`src/rtl/polyshift_l_seq_pkg.sv`:
```
// polyshift_l_seq_pkg: shared shift-mode encoding and sequential shifter state enum
package polyshift_l_seq_pkg;
    typedef enum logic [1:0] {LOGIC = 2'd0, ARITH = 2'd1, RCL = 2'd2, ROL = 2'd3} SHIFT_TYPE;
    typedef enum logic [1:0] {IDLE, SHIFT, DONE} POLYSHIFT_SEQ_STATE;
endpackage

```
`src/rtl/polyshift_l_stage.sv`:
```
// polyshift_l_stage: one barrel stage, shifts the working register left by 2^k when enabled
module polyshift_l_stage
    import polyshift_l_seq_pkg::*;
#(
    parameter int word_width = 8,
    parameter int k = 0
) (
    input  logic [2*word_width-2:0] acc,
    input  logic                    en,
    output logic [2*word_width-2:0] acc_shl
);
    assign acc_shl = en ? acc << (2**k) : acc;
endmodule

```
`src/rtl/polyshift_l_seq.sv`:
```
// polyshift_l_seq: multi-cycle left shifter (logic/arith/through-carry/rotate), one barrel stage per clock
module polyshift_l_seq
    import polyshift_l_seq_pkg::*;
#(
    parameter int word_width = 8
) (
    input  logic                          CLK,
    input  logic                          RST_N,
    input  logic [word_width-1:0]         D_IN,
    input  logic [word_width-2:0]         C_IN,
    input  logic [$clog2(word_width)-1:0] shift_size,
    input  logic [1:0]                    shift_type,
    input  logic                          in_valid,
    output logic                          in_ready,
    output logic [word_width-1:0]         D_OUT,
    output logic                          out_valid,
    input  logic                          out_ready
);
    localparam int L  = $clog2(word_width);
    localparam int AW = 2*word_width-1;
    localparam int SW = $clog2(L);

    POLYSHIFT_SEQ_STATE state, nxt;
    logic [AW-1:0] acc, ld;
    logic [SW-1:0] stg;
    logic [L-1:0]  sz;
    logic [AW-1:0] stage_out [L];

    for (genvar i = 0; i < L; i++) begin : g_stage
        polyshift_l_stage #(.word_width(word_width), .k(i)) u_stage (
            .acc     (acc),
            .en      (sz[i]),
            .acc_shl (stage_out[i])
        );
    end

    // Low half of acc supplies the bits that enter D_OUT from the right
    always_comb begin
        ld = (shift_type == RCL) ? {D_IN, C_IN} :
             (shift_type == ROL) ? {D_IN, D_IN[word_width-1:1]} :
                                   {D_IN, {(word_width-1){1'b0}}};
    end

    always_comb begin
        nxt = state;
        case (state)
            IDLE:    nxt = in_valid ? SHIFT : IDLE;
            SHIFT:   nxt = (stg == SW'(L-1)) ? DONE : SHIFT;
            DONE:    nxt = out_ready ? IDLE : DONE;
            default: nxt = IDLE;
        endcase
    end

    always_ff @(posedge CLK or negedge RST_N) begin
        if (!RST_N) begin
            state <= IDLE;
            acc   <= '0;
            stg   <= '0;
            sz    <= '0;
        end else begin
            state <= nxt;
            if (state == IDLE && in_valid) begin
                acc <= ld;
                stg <= '0;
                sz  <= shift_size;
            end else if (state == SHIFT) begin
                acc <= stage_out[stg];
                stg <= stg + 1'b1;
            end
        end
    end

    assign in_ready  = (state == IDLE) && RST_N;
    assign out_valid = (state == DONE);
    assign D_OUT     = acc[AW-1 -: word_width];
endmodule

```
`config.mk`:
```
export PLATFORM = sky130hd
export DESIGN_NAME = polyshift_l_seq
export DESIGN_NICKNAME = d
export VERILOG_FILES = /design/src/rtl/polyshift_l_seq_pkg.sv /design/src/rtl/polyshift_l_stage.sv /design/src/rtl/polyshift_l_seq.sv
export SDC_FILE = /design/constraint.sdc
export NUM_CORES = 1
export LEC_CHECK = 0
export ABC_AREA = 1
export BUFFER_PORTS_ARGS = -buffer_cell sky130_fd_sc_hd__buf_2
export CORE_AREA = 2 2 67 95
export DETAILED_ROUTE_END_ITERATION = 7
export DIE_AREA = 0 0 69 97
export HOLD_SLACK_MARGIN = 0.08
export PLACE_DENSITY = 0.54
export REMOVE_ABC_BUFFERS = 1
export SLEW_MARGIN = 25
export SYNTH_ARGS = -nofsm -noshare
export SYNTH_HDL_FRONTEND = slang
export SYNTH_SLANG_ARGS = --single-unit
export TNS_END_PERCENT = 50
```
`constraint.sdc`:
```
create_clock -name CLK -period 2.7 [get_ports CLK]
set_input_delay 0.135 -clock CLK [delete_from_list [all_inputs] [get_ports CLK]]
set_output_delay 0.135 -clock CLK [all_outputs]
set_load 0.02 [all_outputs]
```
Word level (Yosys, flattened, before mapping)
Index checks and enable logic that the tools add are counted. W data, S select, Z words.

Reduce and logical (&&, ||, !) cells: 4. Magnitude comparators: 1. Add/sub/neg operators: 1. Bitwise operators: 1. Equal/unequal tests: 5. Multiplexer cells: 16.

Operators by type and width (count): $mux W15 (7); $bmux W15 S2 (1); $mux W7 (2); $eq A2 B2 Y1 const B (4); $mux W2 (4); $pmux W2 S3 (1); $ge A3 B3 Y1 const B (1); $not A2 Y3 (1); $add A2 B1 Y2 const B (1); $eq A2 B1 Y1 const B (1); $logic_and A1 B1 Y1 (2); $logic_not A2 Y1 (1); $reduce_bool A2 Y1 (1); $mux W1 (1).

Register bits: 22. Output and inout bits: 10. Input port bits: 24. Logic and storage cells: 32.

Longest topological paths before layout
Gate-level depths: netlist of run 1.

Depth after elaboration: 6. Gate-level depth with buffers: 9. Gate-level depth less buffers: 8.

Hierarchy
Synthesis of run 1 repeated with hierarchy kept, for this count alone.

Cells, all modules: 425. Area, all modules: 2462.4 um2.

By module, submodules not included: polyshift_l_seq (seq. area each 550.5 um2, instances 1, area each 1702.9 um2, cells an instance 285); polyshift_l_stage (g_stage[1].u_stage) (seq. area each 0.0 um2, instances 1, area each 262.8 um2, cells an instance 47); polyshift_l_stage (g_stage[2].u_stage) (seq. area each 0.0 um2, instances 1, area each 252.7 um2, cells an instance 45); polyshift_l_stage (g_stage[0].u_stage) (seq. area each 0.0 um2, instances 1, area each 244.0 um2, cells an instance 48).

Worst setup path after synthesis of run 1
Ideal clock, no wire load.

Path kind: reg-to-reg. From: reg stg[0]. To: reg acc[0]. Period minus slack after synthesis: 1.533 ns. Path buffers: 2. Path slack: 1.167 ns. Arrival: 1.412 ns. Library setup time: 0.120 ns. Required time: 2.580 ns. Stages on the path, launching flop included: 9. Path through: dfrtp_1 > inv_2 > buf_2 > ha_1 > nand3_2 > nand2_4 > buf_2 > o21ai_1 > nand2_1.

Longest elaborated chain between the ends: 6.

RTL lines: start, declared (line polyshift_l_seq.sv:25) `logic [SW-1:0] stg;`; start signal, assigned (line polyshift_l_seq.sv:68) `stg <= stg + 1'b1;`; $not A2 Y3 (not written as such) (line polyshift_l_seq.sv:67) `acc <= stage_out[stg];`; $bmux W15 S2 (line polyshift_l_seq.sv:67); $mux W15 (not written as such) (2 in series) (line polyshift_l_seq.sv:67); $mux W15 (line polyshift_l_seq.sv:66) `end else if (state == SHIFT) begin`; $mux W15 (line polyshift_l_seq.sv:62) `if (state == IDLE && in_valid) begin`; end signal, assigned (line polyshift_l_seq.sv:63) `acc <= ld;`; end signal, assigned (line polyshift_l_seq.sv:67); end, declared (line polyshift_l_seq.sv:24) `logic [AW-1:0] acc, ld;`.

No other way between the ends. The select of a mux whose other input is x is not followed. A chain may end at the register's enable or synchronous reset.

Worst setup path in the final report of run 1
From: reg stg[0]. To: reg acc[9].

Same word-level chain as after synthesis.

==> impl_results.md, run 1 <==
- Run status: finished, final reports clean
- FF+latch count, synth: 22
- Critical Path AT: 2040 ps
- Worst setup EP type: flip-flop
- GRT Residual Overflow: 0
- Sequential share of the synthesized area: 34.29%
- Total power: a little under 2 mW
- Fin. max-slew vios: 0
- Synth Area in Adders: 2.338%
- Reg clk slew, reported paths: approximately 80 ps
- Post-Synth XOR/XNOR Area: 0%
- First-pass GRT wire length: roughly 7700 um
- Max Clk Rate: around 550 MHz
- Htree depth: 1
- Slew margin rel.: a little under half
- Clock Tree Buf Depth: 2
- Dpl cells: 332
- Main combinational cell family by area after synthesis: simple AND/OR/NAND/NOR gates
- Peak VDD IR: just under 0.3 mV
- Die Area: about 6700 um^2
- Number of port buffers: 33
- Final nets: about 300
- Hpwl dp: ~3400 um
- Leakage: just over 1 nW
- CTS Buf Count: 3
- Hold Violations, Final: 0
- WL final: ~4500 um
- Initial core utilization: 27.77%
- Vias in the first global route: about 1,600
- YS warnings: 0
- Slowest stage delay, CP: 480 ps
- N_diodes: 0
- RSZ-0062 raised after global routing: no
- Hold WC Path Type: input pin to flip-flop
- Initial antenna violation count: 0
- Die height: about 97 um
- FF-to-FF Start: stg[0]
- Design area: about 1800 um^2
- Routability-driven placement congestion ratio: 0.8705
- Routed len/inst: between 10 and 15 um
- Die X: 69 um
- Pre-antenna DRT Iters: 4
- Fin crit share: 67.29%
- Worst-Margin Slew: about 800 ps
- Global-route usage over all layers: 14.07%
- CORE AREA: slightly below 6000 um^2
- Worst path top cell family by delay: simple AND/OR/NAND/NOR gates
- CP Launch Type: flip-flop
- Mux share of post-synthesis cell area: 0%
- ANT nets after route: 0
- Std cell rows: 33
- Pin count of the biggest net entering global routing: 23
- Critical Path Most Common Cell: nand2_1
- TritonCTS clock tree: yes
- Yosys cell types: 24
- DP Area: 1753 um^2
- Skew final: around 2.7 ps
- Initial DRC count: ~120
- Syn-to-layout area delta: 15.12%
- Vias per inst: about 4.8
- Setup violators final: 0
- WP buf/inv: 1
- Max-cap violations: 0
- Most frequent cells in the layout: 110 x nand2_1, 46 x nand3_1, 33 x buf_2
- Simple-gate share of the synthesized area: between 40% and 50%
- R2R Setup Slk: 880 ps
- Post-Syn Instances: about 250
- Leading cell type in the layout, fill and taps excluded: nand2_1
- CP Class: flip-flop to flip-flop
- Clock Sinks: 22
- Top Ports: 34
- Final cell count without fillers: 340
- Compound-Gate Fraction of Synth Area: roughly 7.5%
- Tmin final: around 1800 ps
- Final setup TNS: 0 ps
- Clk Latency, worst-skew pair: between 200 and 300 ps
- CP max-delay cell: dfrtp_1
- Synthesized area: around 1600 um^2
- Critical path required time: a little under 3000 ps
- Min-delay src: shift_size[2]
- Setup crit start: stg[0]
- Avg Cell Area, Syn: between 6 and 7 um^2
- Root buf cell: clkbuf_8
- CP cell instances: inv_2 -> ha_1 -> nand3_1 -> nand2_2 -> nor2_4 -> nand2_1 -> nand2_1
- Share of layout cells above drive strength 1: 17.78%
- PD cells: approximately 1100 nW/um^2
- Drt drc: 0
- CP Max Fanout: 19
- Via Count: between 1,500 and 2,000
- Post-CTS setup buffers: 0
## power breakdown
| part | switching, mW | total (mW) | internal (mW) | leakage, nW |
|---|---|---|---|---|
| Sequential | 0.201 | 0.667 | 0.466 | 0.288 |
| Combinational | 0.732 | 1.03 | 0.300 | 0.699 |
| Clock | 0.120 | 0.250 | 0.131 | 0.0288 |
| Total | 1.05 | 1.95 | 0.896 | 1.02 |
## Yosys cell counts
library cell  number  share of area (%)
buf_6              1               0.70
o31ai_1            1               0.47
o21ai_1           12                3.7
nor2_4             2                1.4
o21ai_0            8                2.5
nand2_1          110                 26
nand3_2            1               0.62
inv_2              2               0.47
dfrtp_1           22                 34
inv_1              8                1.9
clkbuf_1           1               0.23
nand2_2            2               0.78
nor2_1             3               0.70
buf_2              6                1.9
nor2_2             1               0.39
ha_1               3                2.3
nand3b_1           1               0.47
a21oi_1            1               0.31
o21a_1             1               0.47
nand3_1           46                 14
nor3b_1            1               0.47
nand2_4            2                1.4
buf_4              9                4.2
clkinv_1           1               0.23
## layout make-up
| class | count | area [um^2] |
|---|---|---|
| Fill cell | 661 | 3933 |
| Multi-Input combinational cell | 195 | 900.9 |
| Sequential cell | 22 | 550.5 |
| Timing Repair Buffer | 38 | 212.7 |
| Tap cell | 70 | 87.58 |
| Clock buffer | 4 | 55.05 |
| Inverter | 11 | 41.29 |
## per-layer routing
layer / part of all wire, % / vias to the layer above / GRT usage, %
met5: 0 / - / 0
met4: 1.8 / 0 / 6.033
met3: 3.8 / 5 / 1.771
met2: 50 / 52 / 24.78
met1: 44 / 739 / 16.95
li1: - / 835 / -
## sequential cells by signal (all words and copies together) (netlist names)
| register | flops |
|---|---|
| acc | 15 |
| sz | 3 |
| state | 2 |
| stg | 2 |
## worst min-delay path: cells and delay by family
family                 cells  cell delay (ps)
AO/OA/AOI/OAI              1               70
buffers and inverters      1               80
AND/OR/NAND/NOR            1               40
## metrics by stage
step,util (%),hold slack [ps],setup WS (ps)
after floorplan,-,-160.6,1248
after global placement,30.32,229.4,961.1
after detailed placement,30.32,222.8,941.8
after CTS,31.97,86.93,920.0
after global routing,31.97,100.9,706.5
final,31.97,85.53,883.2
## path summary, 6_finish.rpt
check	end	cells after the start
worst max register to register	acc[9]	7
min in group asynchronous	acc[8]	3
max in group asynchronous	stg[0]	3
worst min register to register	acc[14]	2
worst min-delay path	sz[2]	3
worst max-delay path	acc[9]	7
## cell families (layout without fill, tap and decap cells)
| logic type | count (synthesis) | after routing |
|---|---|---|
| buffers and inverters | 28 | 53 |
| DFF | 22 | 22 |
| AOI/OAI and AO/OA | 23 | 23 |
| adders and majority gates | 3 | 3 |
| and+or+nand+nor | 169 | 169 |
## repair_timing
item / CTS / global route
gates resized for setup: 0 / 0
hold endpoints to repair: 25 / 0
hold buffers: 4 / 0
endpoints found under the setup margin: 0 / 0
Power figures use the tool's default switching activity.
==> inputs of run 2 (changes only) <==
--- a/config.mk
+++ b/config.mk
@@ -11,7 +11,7 @@
 export DETAILED_ROUTE_END_ITERATION = 7
 export DIE_AREA = 0 0 69 97
 export HOLD_SLACK_MARGIN = 0.08
-export PLACE_DENSITY = 0.54
+export PLACE_DENSITY = 0.55
 export REMOVE_ABC_BUFFERS = 1
 export SLEW_MARGIN = 25
 export SYNTH_ARGS = -nofsm -noshare
==> constraint.sdc (replaced) <==
create_clock -name CLK -period 1.6 [get_ports CLK]
set_input_delay 0.08 -clock CLK [delete_from_list [all_inputs] [get_ports CLK]]
set_output_delay 0.08 -clock CLK [all_outputs]
set_load 0.02 [all_outputs]
==> run 2 against run 1 <==
Fmax is 21% higher. Global-route usage is 0.57 points higher. Sequential share of layout area is 2.1 points lower. Flip-flop and latch count unchanged. Hold slack improved by 41 ps. Clock-buffer cell count is the same. Wire length increased by 5.0%. Die area stayed put. Clock skew about the same. Critical path depth is the same. Power grew 88%. Design area increased by 7.5%.
==> impl_results.md, run 2 (synthesis gave the netlist of run 1 again) <==
- ANT nets after route: 0 (unchanged)
- CORE AREA: 5781 um^2 (unchanged)
- Largest Register: acc (unchanged)
- Leading cell type in the layout, fill and taps excluded: nand2_1 (unchanged)
- Multi-input gate area in the final layout: 913.4 um^2 (was 900.9 um^2)
- Clk Latency, worst-skew pair: 270 ps (about the same)
- TritonCTS clock tree: yes (unchanged)
- Setup WS pre-CTS: -25.70 ps (was 941.8 ps)
- CTS Buf Count: 3 (unchanged)
- Root buf cell: clkbuf_8 (unchanged)
- Pin count of the biggest net entering global routing: 23 (unchanged)
- Top Ports: 34 (unchanged)
- Switching Power: 1.873 mW (was 1.052 mW)
- Most frequent cells in the layout: 110 x nand2_1, 46 x nand3_1, 33 x buf_2 (unchanged)
- Initial DRC count: 72 (was 116)
- Comb power frac: 59.4% (was 52.9%)
- Met3 Usage GRT: 0.9375% (was 1.771%)
- Std cell rows: 33 (unchanged)
- Number of port buffers: 33 (unchanged)
- Skew final: 2.600 ps (was 2.734 ps)
- Routed len/inst: 13.40 um (was 13.36 um)
- Die Area: 6693 um^2 (unchanged)
- Global-route usage over all layers: 14.64% (was 14.07%)
- Routability-driven placement congestion ratio: 0.8841 (was 0.8705)
- Critical Path AT: 1670 ps (was 2040 ps)
- Critical path required time: 1760 ps (was 2920 ps)
- Initial core utilization: 27.77% (unchanged)
- Final setup TNS: 0 ps (unchanged)
- Peak VDD IR: 0.4263 mV (was 0.2922 mV)
- Grt met2 use: 25.96% (was 24.78%)
- Drt drc: 0 (unchanged)
- Fin. max-slew vios: 0 (unchanged)
- Fillers: 665 (was 661)
- Hold Violations, Final: 0 (unchanged)
- N_diodes: 0 (unchanged)
- WL final: 4770 um (was 4544 um)
- First-pass GRT wire length: 7976 um (was 7700 um)
- Max Clk Rate: 666.0 MHz (was 550.4 MHz)
- Seq. cell area: 550.5 um^2 (unchanged)
- DP Area: 1836 um^2 (was 1753 um^2)
- GRT Residual Overflow: 0 (unchanged)
- Worst setup EP type: flip-flop (unchanged)
- Clock Power Share: 11.5% (was 12.8%)
- Worst-Margin Slew: 470.1 ps (was 822.5 ps)
- Share of layout cells above drive strength 1: 23.08% (was 17.78%)
- Met1 GRT Util: 18.54% (was 16.95%)
- Hold_ws: 126.8 ps (was 85.53 ps)
- Die height: 97 um (unchanged)
- Biggest regs: acc: 15 flops, sz: 3 flops (unchanged)
- Hpwl dp: 3646 um (was 3380 um)
- Vias per inst: 4.688 (was 4.797)
- Tmin final: 1502 ps (was 1817 ps)
- Largest register FFs: 15 (unchanged)
- Reg clk slew, reported paths: 90 ps (was 80 ps)
- CP Max Fanout: 10 (was 19)
- CP Class: flip-flop to flip-flop (unchanged)
- Final nets: 314 (was 298)
- Leakage: 1.094 nW (was 1.016 nW)
- Via Count: 1,669 (was 1,631)
- Initial antenna violation count: 0 (unchanged)
- Syn-to-layout area delta: 23.77% (was 15.12%)
- Slew margin rel.: 68.66% (was 45.17%)
- Fin crit share: 93.85% (was 67.29%)
- Clock Tree Buf Depth: 2 (unchanged)
- Setup violators final: 0 (unchanged)
- Max-cap violations: 0 (unchanged)
- Pint: 1.793 mW (was 896.3 uW)
- Sw frac: 51.10% (was 54.00%)
- Htree depth: 1 (unchanged)
- Vias in the first global route: 1,658 (was 1,583)
- Design area: 1987 um^2 (was 1848 um^2)
- Worst Setup Slack, final: 98.39 ps (was 883.2 ps)
- Pre-antenna DRT Iters: 4 (unchanged)
- Hold WC Path Type: input pin to flip-flop (unchanged)
- Run status: finished, final reports clean (unchanged)
- CP Launch Type: flip-flop (unchanged)
- Die X: 69 um (unchanged)
- Share of power burned in registers: 29.1% (was 34.2%)
- Busiest metal layer after global routing: met2 (unchanged)
- Clock Sinks: 22 (unchanged)
- PD cells: 1845 nW/um^2 (was 1055 nW/um^2)
[run 2: changes by cell type in the layout (fill, tap and decap cells not counted), sizes merged]
| cell | before | now |
|---|---|---|
| buf | 34 | 49 |
| clkinv | 1 | 0 |
| dlygate4sd3 | 4 | 5 |
| clkinvlp | 0 | 1 |
[run 2: metal layers]
layer	share of wire (%)	wire length (um)
met5	0	0
met4	1.6	78
met3	2.0	97
met2	52	2461
met1	45	2132
[run 2: worst paths after layout]
| path | startpoint | end | slack (ps) | cells past startpoint |
|---|---|---|---|---|
| setup / recovery | stg[1] | acc[11] | 100 | 7 |
| hold / removal | C_IN[0] | acc[0] | 130 | 4 |
| setup reg to reg | stg[1] | acc[11] | 100 | 7 |
| hold reg to reg | acc[14] | acc[14] | 480 | 2 |
| max in group asynchronous | RST_N | state[0] | 970 | 3 |
| min in group asynchronous | RST_N | acc[8] | 390 | 3 |
[run 2: critical path, cell delays in order, from the launching register on]
cell,delay (ps)
dfrtp_1,440
buf_4,160
ha_1,220
nand3_2,100
nand2_4,110
buf_4,190
o21ai_1,130
nand2_1,60
[run 2: area by class of cell]
class	instances	share of cell area [%]
multi-input combinational	195	45.97
tap	70	4.408
timing repair buffer	54	16.88
clock buffer	4	2.771
sequential	22	27.71
inverter	11	2.267
[run 2: timing repair]
action                                 4_1_cts  5_1_grt
setup endpoints to repair                   13       14
hold buffers                                 5        0
gates resized for setup                      0        5
setup buffers                                2        2
endpoints found under the hold margin       26        0
pin swaps                                    1        0
[run 2: power by group through the flow]
| stage | Sequential [mW] | Clock [mW] | Combinational [mW] |
|---|---|---|---|
| 4_1_cts | 1.07 | 0.431 | 2.11 |
| 6_report | 1.07 | 0.422 | 2.18 |
| 3_3_place_gp | 1.07 | 0 | 2.03 |
| 2_1_floorplan | 1.11 | 0 | 1.17 |
| 3_5_place_dp | 1.07 | 0 | 2.02 |
| 5_1_grt | 1.10 | 0.466 | 2.41 |
[run 2: through the flow]
step           util, %  instances  total power [mW]
5_1_grt          34.37        356             3.983
4_1_cts          33.83        354             3.607
6_report         34.37        356             3.666
3_5_place_dp     31.75        343             3.098
3_3_place_gp     31.75        343             3.103
2_1_floorplan        -        228             2.277
